File: src/rtl/ram_copy_pkg.sv
// ram_copy_pkg: shared widths and state/direction types for the block-copy engine
package ram_copy_pkg;
  localparam int DATA_W = 64;
  localparam int ADDR_W = 6;
  typedef enum logic [1:0] {IDLE, READ, WRITE, DONE} copy_state_t;
  typedef enum logic {ASC, DESC} copy_dir_t;
endpackage

File: src/rtl/ram_copy_engine.sv
// ram_copy_engine: copies len words from src to dst through a single-port memory, overlap-safe
module ram_copy_engine #(
  parameter int DATA_W = ram_copy_pkg::DATA_W,
  parameter int ADDR_W = ram_copy_pkg::ADDR_W
) (
  input  logic              clk,
  input  logic              rst_n,
  input  logic              start,
  input  logic [ADDR_W-1:0] src,
  input  logic [ADDR_W-1:0] dst,
  input  logic [ADDR_W:0]   len,
  output logic              busy,
  output logic              done,
  output logic [ADDR_W-1:0] mem_addr,
  output logic [DATA_W-1:0] mem_wdata,
  output logic              mem_load,
  input  logic [DATA_W-1:0] mem_rdata
);
  import ram_copy_pkg::copy_state_t, ram_copy_pkg::copy_dir_t;
  import ram_copy_pkg::IDLE, ram_copy_pkg::READ, ram_copy_pkg::WRITE, ram_copy_pkg::DONE;
  import ram_copy_pkg::ASC, ram_copy_pkg::DESC;
  copy_state_t state;
  copy_dir_t dir;
  logic [ADDR_W-1:0] src_a, dst_a, back;
  logic [ADDR_W:0] cnt, src_end;
  logic [DATA_W-1:0] data;
  logic overlap;
  // dst inside (src, src+len) means an ascending copy would clobber unread source words
  assign src_end = {1'b0, src} + len;
  assign overlap = ({1'b0, dst} > {1'b0, src}) && ({1'b0, dst} < src_end);
  assign back = ADDR_W'(len - 1'b1);
  assign busy = state == READ || state == WRITE;
  assign done = state == DONE;
  assign mem_load = state == WRITE;
  assign mem_addr = state == WRITE ? dst_a : src_a;
  assign mem_wdata = data;
  always_ff @(posedge clk or negedge rst_n) begin
    if (!rst_n) begin
      state <= IDLE;
      dir <= ASC;
      src_a <= '0;
      dst_a <= '0;
      cnt <= '0;
      data <= '0;
    end else begin
      case (state)
        IDLE: if (start) begin
          dir <= overlap ? DESC : ASC;
          src_a <= overlap ? src + back : src;
          dst_a <= overlap ? dst + back : dst;
          cnt <= len;
          state <= len == '0 ? DONE : READ;
        end
        READ: begin
          data <= mem_rdata;
          state <= WRITE;
        end
        WRITE: begin
          src_a <= dir == DESC ? src_a - 1'b1 : src_a + 1'b1;
          dst_a <= dir == DESC ? dst_a - 1'b1 : dst_a + 1'b1;
          cnt <= cnt - 1'b1;
          state <= cnt == (ADDR_W+1)'(1) ? DONE : READ;
        end
        default: state <= IDLE;
      endcase
    end
  end
endmodule

File: config.mk
export PLATFORM = sky130hd
export DESIGN_NAME = ram_copy_engine
export DESIGN_NICKNAME = d
export VERILOG_FILES = /design/src/rtl/ram_copy_pkg.sv /design/src/rtl/ram_copy_engine.sv
export SDC_FILE = /design/constraint.sdc
export NUM_CORES = 1
export LEC_CHECK = 0
export BUFFER_PORTS_ARGS = -buffer_cell sky130_fd_sc_hd__buf_2
export CORE_UTILIZATION = 46
export CTS_CLUSTER_DIAMETER = 50
export DETAILED_ROUTE_END_ITERATION = 8
export PLACE_DENSITY = 0.81
export SLEW_MARGIN = 5
export SYNTH_ARGS = -nofsm -noshare
export SYNTH_HDL_FRONTEND = slang
export SYNTH_SLANG_ARGS = --single-unit
File: constraint.sdc
create_clock -name clk -period 3.9 [get_ports clk]
set_input_delay 0 -clock clk [delete_from_list [all_inputs] [get_ports clk]]
set_output_delay 0 -clock clk [all_outputs]
set_load 0.05 [all_outputs]
### Yosys cells after proc, flatten, opt, wreduce, memory -nomap -nowiden

Cells that the tools add are included.
Widths: inputs -> output; s select.

| word-level totals | value |
|---|---|
| flip-flop bits (word level) | 86 |
| latch bits | 0 |
| bits in writable memories | 0 |
| bits in read-only memories | 0 |
| bits of input ports | 86 |
| logic and storage cells | 45 |
| memories | 0 |

| cells by class | value |
|---|---|
| $add $sub $neg | 9 |
| multipliers | 0 |
| divide/modulo/power cells | 0 |
| $lt $le $gt $ge | 2 |
| equal/unequal tests | 5 |
| shift operators | 0 |
| multiplexer cells | 16 |
| bitwise operators | 0 |
| reduce and logical (&&, ||, !) cells | 7 |

Operator list:

| operator | number |
|---|---|
| $mux 6 | 7 |
| $pmux 6 s2 | 2 |
| $sub 6x1->6 const B | 3 |
| $pmux 7 s2 | 1 |
| $add 6x1->6 const B | 2 |
| $add 6x6->6 | 2 |
| $add 6x7->7 | 1 |
| $eq 7x1->1 const B | 1 |
| $logic_not 7->1 | 1 |
| $lt 6x7->1 | 1 |
| $mux 7 | 1 |
| $sub 7x1->7 const B | 1 |
| $gt 6x6->1 | 1 |
| $mux 2 | 3 |
| $pmux 2 s3 | 1 |
| $eq 2x2->1 const B | 2 |
| $reduce_and 2->1 | 2 |
| $eq 2x1->1 const B | 1 |
| $logic_not 2->1 | 1 |
| $ne 2x2->1 const B | 1 |
| $reduce_bool 2->1 | 1 |
| $logic_and 1x1->1 | 1 |
| $logic_or 1x1->1 | 1 |
| $mux 1 | 1 |

### Depth between registers and ports, before layout

Gate-level depths: netlist of the first run.

| depth | value |
|---|---|
| depth after elaboration | 6 |
| depth in mapped cells | 16 |

### Worst setup path before layout of the first run

OpenSTA, ideal clock, no wires.

| timing path | value |
|---|---|
| path type | in2reg |
| from | input src[0] |
| to | register src_a[5] |
| data arrival time | 2.381 ns |
| data required time | 3.760 ns |
| setup slack | 1.378 ns |
| cell stages on the path | 13 |
| cells stage by stage | ha_1 fa_1 a21o_1 a21oi_1 xor2_1 ha_1 nand2_1 a221oi_1 a211oi_1 o221a_2 nand2_1 mux2_4 nand4b_4 |

| between the ends | value |
|---|---|
| word-level cells in the longest chain between the ends | 6 |
| elaborated cells between the ends (all ways) | 8 |
| those cells by class | add/sub: 2; order compare: 2; mux: 3; reduce/logical: 1 |

RTL lines:

| element | RTL line | text |
|---|---|---|
| start: declaration | ram_copy_engine.sv:9 | `input logic [ADDR_W-1:0] src,` |
| $add 6x7->7 | ram_copy_engine.sv:29 | `assign src_end = {1'b0, src} + len;` |
| $lt 6x7->1 | ram_copy_engine.sv:30 | `assign overlap = ({1'b0, dst} > {1'b0, src}) && ({1'b0, dst} < src_end);` |
| $logic_and 1x1->1 | ram_copy_engine.sv:30 |  |
| $mux 6 (*) | ram_copy_engine.sv:49 | `src_a <= overlap ? src + back : src;` |
| $mux 6 (*) | ram_copy_engine.sv:47 | `IDLE: if (start) begin` |
| $pmux 6 s2 (*) | ram_copy_engine.sv:46 | `case (state)` |
| end signal: assignment | ram_copy_engine.sv:49 |  |
| end signal: assignment | ram_copy_engine.sv:59 | `src_a <= dir == DESC ? src_a - 1'b1 : src_a + 1'b1;` |
| end: declaration | ram_copy_engine.sv:24 | `logic [ADDR_W-1:0] src_a, dst_a, back;` |

Mark *: on every way between the ends. The rest lies on a longest branch, timed or not. The select of a mux whose other input is x is not followed.
A chain may end at the register's enable or synchronous reset.

### Worst setup path in the final report of the first run

Ends and elaborated chain as after synthesis.

==> results.cfg, run 1 <==
[outcome]
result_of_the_run = completed

[logic_synthesis]
post_synth_most_frequent_cells = dfrtp_1, mux2_2, ha_1
number_of_distinct_standard_cells_referenced_by_the_synthesized_netlist = 41
synth.largest_area_cell = dfrtp_1
syn-instance-count = 459
synth_top_area_share_pct = 42.74
yosys.cell_count.top_type = dfrtp_1
ys.flop_type = dfrtp_1
yosysWarningCount = 0
mean_area_per_synthesized_cell_um2 = 10.97
synth_area_leaders = dfrtp_1, mux2_2, ha_1
synth_edf_count = 0
synth_seq_area_share_pct = 42.74
synth_nets = 593
yosys_register_bits = 86
async_flop_share_pct = 100.0
mappedNetlistArea_um2 = 5035

[timing]
post-route-worst-setup-slack_ns = 0.4820
max_freq_mhz = 292.6
min_period_ns = 3.418
worst_clock_skew_ns = 0.01426
finalHoldViolations = 0
setup_total_negative_slack_ns = 0
rsz_0062_raised_after_global_routing = no
timing.max_slew.rel_slack_pct = 28.81
post-route-period-util_pct = 87.64
report.final.slew_viol_count = 0
finalSetupViolCount = 0
worst_slew_pin_slew_ns = 1.068

[cells_and_area]
diodes = 0
drive_gt1_share_pct = 35.84
syn2layout_area_growth_pct = 36.08
multiInputGateArea_um2 = 2701
filler_cell_count = 786
final-instance-count-excl-fill = 828
area.sequential_um2 = 2152
layout.nets = 821
finish.instance_area_um2 = 6852

[clock_network]
clkLatencyLatePin_ns = 0.36
cts_tree = done
htreeDepth = 3
root_buffer = clkbuf_8
cts.path.max_buffers = 2
cts_resized = 0
postCtsSetupBuffers = 0
numCtsBuffers = 9
cts.reportedPaths.clkPinSlew_ns = 0.09
clkSinkCount = 86

[power]
power.ir.vdd_worst_mv = 0.6867
powerDensity_nw_per_um2 = 889.8
total_power_mw = 6.097
total_leakage_power_nw = 3.289

[setup_path]
critical_path.top_delay_family = compound AO/OA/AOI/OAI gates
critPathRequiredTime_ns = 4.13
reg2reg_setup_slack_ns = 1.39
data_arrival_time_of_the_worst_path_ns = 3.65
critPathMaxStageDelay_ns = 0.52
path_max_fanout = 20
cp-start-kind = input port
crit_buf_inv = 2
cp-end-kind = register
worstSetupPathType = in2reg
critical_path.slowest_cell = dlygate4sd3_1
critical_path.cell_chain = dlygate4sd3_1 -> buf_2 -> ha_1 -> fa_1 -> a21o_1 -> a21oi_1 -> xor2_1 -> ha_1 -> nand2_1 -> a221oi_1 -> a211oi_1 -> o221a_2 -> nand2_1 -> mux2_4 -> nand4b_4

[floorplanning]
floorplan.die_area_um2 = 11370
dieWidth_um = 106.6
core_region_area_um2 = 10460
core.rowCount = 37
initial_utilization_pct = 48.12
io_pins = 159
die_height_um = 106.6

[place]
hpwl_mm = 9.392
post_dp_cell_area_um2 = 5944
portBuffers = 158
place_worst_setup_slack_ns = 0.7104
dp_cells = 739
finalWeightedCongestion = 0.8855

[route]
drt_pass1_iterations = 4
dr_wl_cell_um = 17.89
wirelength_mm = 14.81
postRouteAntennaNets = 0
route.detailed.vias_per_inst = 5.402
detailroute.via_count = 4473
drc = 0
first_iter_violations = 237

[grt]
number_of_global_route_vias_before_repair = 4576
grt_pass1_wl_mm = 23.42
grt_total_ovfl = 0
grt_start_max_net_pins = 87
globalRouteTotalUtil_pct = 26.70
antenna_found_initial = 0

[run]
drv.max_cap_violation_count = 0

[worst_hold_path]
worst_hold_path_type = in2reg
-- state kept, by name, indices dropped and copies added, names as in the netlist --
register	cells
dst_a	6
state	2
cnt	7
dir	1
mem_wdata	64
src_a	6
-- where the power goes --
part	leakage, nW	switching (mW)	total [mW]	internal, mW
combinational	2.19	2.59	3.82	1.24
clock	0.0961	0.342	0.582	0.240
sequential	1.00	0.340	1.69	1.35
total	3.29	3.27	6.10	2.83
-- final cells by class --
type	count	share of cell area, %
Timing Repair Buffer	234	22.57
Multi-Input combinational cell	328	39.43
Clock buffer	9	1.808
Tap cell	136	2.484
Clock inverter	7	0.7670
Inverter	28	1.534
Sequential cell	86	31.41
-- cells in the final DEF, fill, tap and decap left out, drive strengths merged, types with 2 or more instances in the layout --
cell	instances
buf	161
dfrtp	86
dlygate4sd3	73
mux2	70
ha	43
a21oi	41
inv	32
o21ai	28
nand2	23
nor2	15
xnor2	13
a21o	12
xor2	11
o22ai	10
clkbuf	9
nand3	8
nor3	7
mux2i	6
fa	5
o21bai	4
a211oi	4
nand2b	3
nor3b	3
nor4	3
clkinv	3
nand3b	2
nand4	2
nor2b	2
nor4b	2
and3	2
-- metrics by stage --
step           hold slack [ns]  util (%)
3_3_place_gp            0.2321     56.82
5_1_grt                0.06478     65.49
4_1_cts                0.01700     65.49
3_5_place_dp            0.2377     56.82
6_report               0.04855     65.49
2_1_floorplan          -0.2956         -
-- repair_timing --
item / 4_1_cts / 5_1_grt
endpoints found under the hold margin: 159 / 0
hold buffers: 73 / 0
setup endpoints to repair: 0 / 0
-- worst min-delay path, stage by stage --
cell and delay, ns:
buf_2 0.13, mux2i_1 0.14, o22ai_1 0.09
-- cells by family after synthesis --
group / share of synthesized area [%]
AND/OR/NAND/NOR: 8.027
AO/OA/AOI/OAI: 11.80
XOR/XNOR: 4.175
adder cells (fa/ha/maj): 12.67
multiplexers: 16.92
flip-flops: 42.74
buffers and inverters: 3.653
-- routing by layer --
layer | GRT usage, % | part of all wire (%) | up-vias | wire length (µm)
li1 | - | - | 2096 | -
met1 | 32.63 | 41 | 2181 | 6021
met2 | 46.50 | 50 | 163 | 7477
met3 | 4.742 | 5.7 | 33 | 838
met4 | 10.86 | 3.2 | 0 | 473
met5 | 0 | 0 | - | 0
-- path summary, 6_finish.rpt --
| kind | to | cells after the start | start |
|---|---|---|---|
| worst max-delay path | src_a[5] | 15 | src[0] |
| min in group asynchronous | mem_wdata[21] | 2 | rst_n |
| max in group asynchronous | mem_wdata[6] | 2 | rst_n |
| worst min register to register | mem_wdata[32] | 1 | mem_wdata[32] |
| worst min-delay path | dst_a[3] | 3 | dst[3] |
| worst max register to register | dst_a[5] | 9 | state[0] |
(Power assumes the default switching activity.)
==> inputs of run 2 (changes only) <==
Settings changed: ABC_AREA set to 1, PLACE_DENSITY 0.81 to 0.8.
==> run 2 against run 1 <==
- wire length is 2.9% lower
- hold slack worse by 0.040 ns
- largest power group unchanged
- final area is 5.0% higher
- critical path depth is 6 lower
- register-to-register slack worse by 0.18 ns
- global-route usage is 3.8 points lower
- sequential power is 4% lower
- maximum frequency is 27% higher
==> results.cfg, run 2 <==
[power]
powerDensity_nw_per_um2 = 868.3
total_leakage_power_nw = 4.021
total_power_mw = 6.246
power.ir.vdd_worst_mv = 0.6000

[cells_and_area]
layout.nets = 1035
diodes = 0
syn2layout_area_growth_pct = 34.32
layout_commonest_cell = nand2_1
number_of_flip_flops_under_the_largest_register_name = 64
mostFrequentLayoutCells = nand2_1, buf_2, dfrtp_1
drive_gt1_share_pct = 23.73
final-instance-count-excl-fill = 1049

[run]
drv.max_cap_violation_count = 0

[setup_path]
reg2reg_setup_slack_ns = 1.21
worstSetupPathType = reg2reg
critPathMaxStageDelay_ns = 0.64
critPathRequiredTime_ns = 4.13
cp-start-kind = register
critical_path.cell_chain = inv_1 -> ha_1 -> buf_4 -> inv_1 -> o21ai_1 -> clkinv_1 -> a21oi_1 -> o21ai_0 -> o21ai_0
cp-end-kind = register
timing.reg2reg.worst_path_depth = 9
crit_buf_inv = 4
data_arrival_time_of_the_worst_path_ns = 2.92
worst_reg2reg_path_endpoint = cnt[6]
critical_path.slowest_cell = o21ai_1
path_max_fanout = 25
critical_path.top_delay_family = compound AO/OA/AOI/OAI gates
worst_r2r_src = state[0]

[clock_network]
clkSinkCount = 86
numCtsBuffers = 9
cts_tree = done
cts.path.max_buffers = 2
htreeDepth = 3
root_buffer = clkbuf_16
clkLatencyLatePin_ns = 0.32
cts.reportedPaths.clkPinSlew_ns = 0.07

[outcome]
result_of_the_run = completed

[timing]
post-route-period-util_pct = 69.05
worst_clock_skew_ns = 0.007152
timing.max_slew.rel_slack_pct = 28.15
max_freq_mhz = 371.3
finalSetupViolCount = 0
post-route-worst-setup-slack_ns = 1.207
finalHoldViolations = 0
rsz_0062_raised_after_global_routing = no
min_period_ns = 2.693
worst_slew_pin_slew_ns = 1.076
report.final.slew_viol_count = 0
setup_total_negative_slack_ns = 0

[worst_hold_path]
worst_hold_path_type = in2reg
hold_depth = 3
min_delay_worst_endpoint = state[1]
hold_path.startpoint = start

[route]
drc = 0
drt_pass1_iterations = 6
first_iter_violations = 334
route.detailed.vias_per_inst = 5.030
wirelength_mm = 14.38
detailroute.via_count = 5276
postRouteAntennaNets = 0
dr_wl_cell_um = 13.71

[logic_synthesis]
ys.flop_type = dfrtp_1
yosysWarningCount = 0
synth_seq_area_share_pct = 40.19
post_synth_most_frequent_cells = nand2_1, dfrtp_1, inv_1
mean_area_per_synthesized_cell_um2 = 7.795
yosys_register_bits = 86
yosys.cell_count.top_type = nand2_1
synth_nets = 821
synth_top_area_share_pct = 40.19
async_flop_share_pct = 100.0
synth.largest_area_cell = dfrtp_1
mappedNetlistArea_um2 = 5355
syn-instance-count = 687
number_of_distinct_standard_cells_referenced_by_the_synthesized_netlist = 36
synth_edf_count = 0
synth_area_leaders = dfrtp_1, nand2_1, ha_1

[place]
hpwl_mm = 9.518
finalWeightedCongestion = 0.9068
place_worst_setup_slack_ns = 1.200
portBuffers = 158
dp_cells = 968

[floorplanning]
die_height_um = 109.9
core_region_area_um2 = 11370
core.rowCount = 39
initial_utilization_pct = 47.10
io_pins = 159
dieWidth_um = 109.9
floorplan.die_area_um2 = 12080

[grt]
grt_start_max_net_pins = 66
grt_total_ovfl = 0
grt_pass1_wl_mm = 21.69
antenna_found_initial = 0
number_of_global_route_vias_before_repair = 4823
globalRouteTotalUtil_pct = 22.86
[run 2: changes by cell type after synthesis, moves of 7 or more]
cell,delta
nand3_1,+18
a21oi_2,+9
a21o_1,-9
mux2_2,-67
nor2_1,+7
o22ai_1,-9
a21oi_1,-10
o21ai_0,+9
nand2_1,+258
o21ai_1,-11
nand3_2,+18
inv_1,+32
[run 2: logic make-up (layout without fill, tap and decap cells)]
| family | after synthesis | in the layout | synth area share [%] |
|---|---|---|---|
| flops | 86 | 86 | 40.19 |
| compound gates | 80 | 80 | 8.762 |
| xor+xnor | 17 | 17 | 2.781 |
| buf+inv | 87 | 306 | 6.659 |
| fa+ha+maj | 48 | 48 | 11.92 |
| simple gates | 369 | 369 | 29.70 |
[run 2: area by class of cell]
type | count | area, µm²
multi-input combinational | 514 | 2849
inverter | 62 | 232.7
sequential | 86 | 2152
fill | 935 | 4177
timing repair buffer | 228 | 1481
clock inverter | 6 | 70.07
clock buffer | 10 | 229.0
tap | 143 | 178.9
[run 2: worst max-delay path by stage]
stage / from / end / cells past startpoint
3_3_place_gp: src[0] / src_a[1] / 16
3_5_place_dp: state[0] / cnt[6] / 9
6_report: state[0] / cnt[6] / 9
4_1_cts: state[0] / cnt[6] / 9
5_1_grt: state[0] / cnt[6] / 9
2_1_floorplan: state[0] / mem_addr[0] / 6
[run 2: power by group]
part	total [mW]	switching (mW)	internal, mW	leakage, nW
clock network	0.855	0.352	0.502	0.141
logic	3.78	2.79	0.986	2.84
registers	1.62	0.279	1.34	1.04
[run 2: tightest hold or removal path, cell delays in order]
cell	delay [ns]
buf_2	0.10
or2_2	0.12
o21ai_0	0.07
[run 2: routing by layer]
| layer | track usage [%] | wire length (µm) |
|---|---|---|
| met5 | 0 | 0 |
| met4 | 10.48 | 488 |
| met3 | 4.861 | 730 |
| met2 | 39.15 | 7115 |
| met1 | 27.38 | 6047 |
[run 2: repair_timing]
item                                   4_1_cts  5_1_grt
hold buffers                                65        0
endpoints found under the hold margin      115        0
resized for setup                            0        0
buffers inserted                             0        0
[run 2: through the flow]
step                      hold WS (ns)  instance area (µm²)  util, %
final                         0.008518                 7193    63.27
after global routing           0.02083                 7193    63.27
after CTS                     0.004772                 7193    63.27
after detailed placement       0.06599                 6243    54.91
after global placement         0.06916                 6243    54.91
after floorplan                -0.2956                 5355        -
==> inputs of run 3 (changes only) <==
Settings changed: ABC_AREA 1 to 0, PLACE_DENSITY 0.8 to 0.81.
Clock period 3.9 ns to 2.5 ns, I/O delays scaled along.
==> run 3 against run 2 <==
- wire length rose by 6.6%
- total power grew 55%
- flip-flop and latch count unchanged
- clock power up 12%
- sequential power up 62%
- setup slack worse by 1.1 ns
- final cell count is 20% lower
- first-iteration DRC count shrank 12%
- clock-buffer cell count grew 2
- via count fell by 14%
- core utilization up 3.8 points
- die area is 5.9% lower
- critical endpoint is now src_a[5]
- highest routed layer unchanged
==> results.cfg, run 3 (synthesized netlist as in run 1, its figures left out) <==
[route]
postRouteAntennaNets = 0
first_iter_violations = 294
route.detailed.vias_per_inst = 5.401
drc = 0
dr_wl_cell_um = 18.18
wirelength_mm = 15.33
drt_pass1_iterations = 5
detailroute.via_count = 4553

[power]
share_seq_of_total_power_pct = 27.2
switching_share_pct = 52.63
total_leakage_power_nw = 3.364
powerDensity_nw_per_um2 = 1381
power_frac_comb_pct = 63.0
total_switching_power_mw = 5.098
power.ir.vdd_worst_mv = 1.349
cellInternalPower_mw = 4.588
power.clock.fraction_pct = 9.9

[clock_network]
cts_tree = done
cts.path.max_buffers = 2
clkLatencyLatePin_ns = 0.35
numCtsBuffers = 9
clkSinkCount = 86
cts.reportedPaths.clkPinSlew_ns = 0.08
root_buffer = clkbuf_8
htreeDepth = 3

[floorplanning]
die_height_um = 106.6
core.rowCount = 37
initial_utilization_pct = 48.12
io_pins = 159
core_region_area_um2 = 10460
floorplan.die_area_um2 = 11370
dieWidth_um = 106.6

[cells_and_area]
mostFrequentLayoutCells = buf_2, dfrtp_1, dlygate4sd3_1
drive_gt1_share_pct = 37.62
filler_cell_count = 749
layout_commonest_cell = buf_2
diodes = 0
syn2layout_area_growth_pct = 39.34
number_of_flip_flops_under_the_largest_register_name = 64
layout.nets = 837

[timing]
finalHoldViolations = 0
worst_slew_pin_slew_ns = 1.057
post-route-worst-setup-slack_ns = 0.1313
worst_clock_skew_ns = 0.005209
min_period_ns = 2.369
finalSetupViolCount = 0
hold_slack_ns = 0.04363
rsz_0062_raised_after_global_routing = no
report.final.slew_viol_count = 0
timing.max_slew.rel_slack_pct = 29.56
post-route-period-util_pct = 94.75
max_freq_mhz = 422.2

[grt]
grt_start_max_net_pins = 87
grt_total_ovfl = 0
number_of_global_route_vias_before_repair = 4596
grt_pass1_wl_mm = 23.75
globalRouteTotalUtil_pct = 27.37
antenna_found_initial = 0

[place]
hpwl_mm = 9.770
place_worst_setup_slack_ns = -0.2194
finalWeightedCongestion = 0.8815
portBuffers = 158

[run]
drv.max_cap_violation_count = 0

[setup_path]
worstSetupPathType = in2reg
path_max_fanout = 4
critical_path.most_common_cell = nand2_1
cp-end-kind = register
critPathRequiredTime_ns = 2.72
critical_path.cell_chain = dlygate4sd3_1 -> buf_2 -> ha_4 -> xor2_1 -> ha_1 -> nand2_1 -> a221oi_1 -> a211oi_1 -> o221a_2 -> nand2_1 -> mux2_4 -> nand4b_4
cp-start-kind = input port
critPathMaxStageDelay_ns = 0.53
critical_path.slowest_cell = dlygate4sd3_1
data_arrival_time_of_the_worst_path_ns = 2.59

[worst_hold_path]
worst_hold_path_type = in2reg

[outcome]
result_of_the_run = completed
[run 3: power groups by stage]
stage          combinational (mW)  clock [mW]  sequential, mW
4_1_cts                      5.99       0.977            2.56
6_report                     6.10       0.957            2.63
2_1_floorplan                2.62           0            4.41
3_5_place_dp                 5.89           0            2.58
3_3_place_gp                 5.75           0            2.53
5_1_grt                      6.45        1.05            2.70
[run 3: final cells by class]
class,instances,area (µm²),share of cell area (%)
Clock inverter,3,45.04,0.6421
Timing Repair Buffer,250,1678,23.92
Multi-Input combinational cell,328,2720,38.77
Sequential cell,86,2152,30.68
Inverter,28,105.1,1.498
Clock buffer,12,145.1,2.069
Tap cell,136,170.2,2.426
[run 3: critical path: cells and delay by family]
kind                     cells  cell delay, ns
AO/OA/AOI/OAI                3            0.60
XOR/XNOR                     1            0.16
adder cells (fa/ha/maj)      2            0.54
buffers and inverters        2            0.70
multiplexers                 1            0.30
AND/OR/NAND/NOR              3            0.29
[run 3: metrics by stage]
stage | total power, mW | instances | area [µm²] | setup TNS (ns) | utilization, %
after detailed placement | 8.470 | 757 | 6095 | -2.030 | 58.25
after global routing | 10.20 | 843 | 7015 | 0 | 67.05
after global placement | 8.276 | 757 | 6095 | -1.087 | 58.25
after floorplan | 7.028 | 459 | 5037 | 0 | -
final | 9.686 | 843 | 7015 | 0 | 67.05
after CTS | 9.527 | 843 | 6995 | 0 | 66.86
[run 3: final timing paths]
| path | from | endpoint | slack (ns) | cells past startpoint |
|---|---|---|---|---|
| max reg2reg | dir | src_a[5] | 0.32 | 8 |
| max in group asynchronous | rst_n | mem_wdata[5] | 1.43 | 2 |
| min reg2reg | mem_wdata[3] | mem_wdata[3] | 0.51 | 1 |
| max | len[5] | src_a[5] | 0.13 | 12 |
| min in group asynchronous | rst_n | mem_wdata[18] | 0.40 | 2 |
| min | dst[4] | dst_a[4] | 0.04 | 3 |
[run 3: repair_timing]
item                                    4_1_cts  5_1_grt
hold buffers                                 71        0
hold endpoints to repair                    157        0
setup buffers                                 0        0
resized for setup                             0        3
endpoints found under the setup margin        0        8
[run 3: per-layer routing]
layer,global-route usage [%],wire (µm),vias to the layer above
met5,0,0,-
met4,11.55,482,0
met3,5.897,1044,32
met2,47.51,7635,204
met1,32.74,6164,2178
li1,-,-,2139
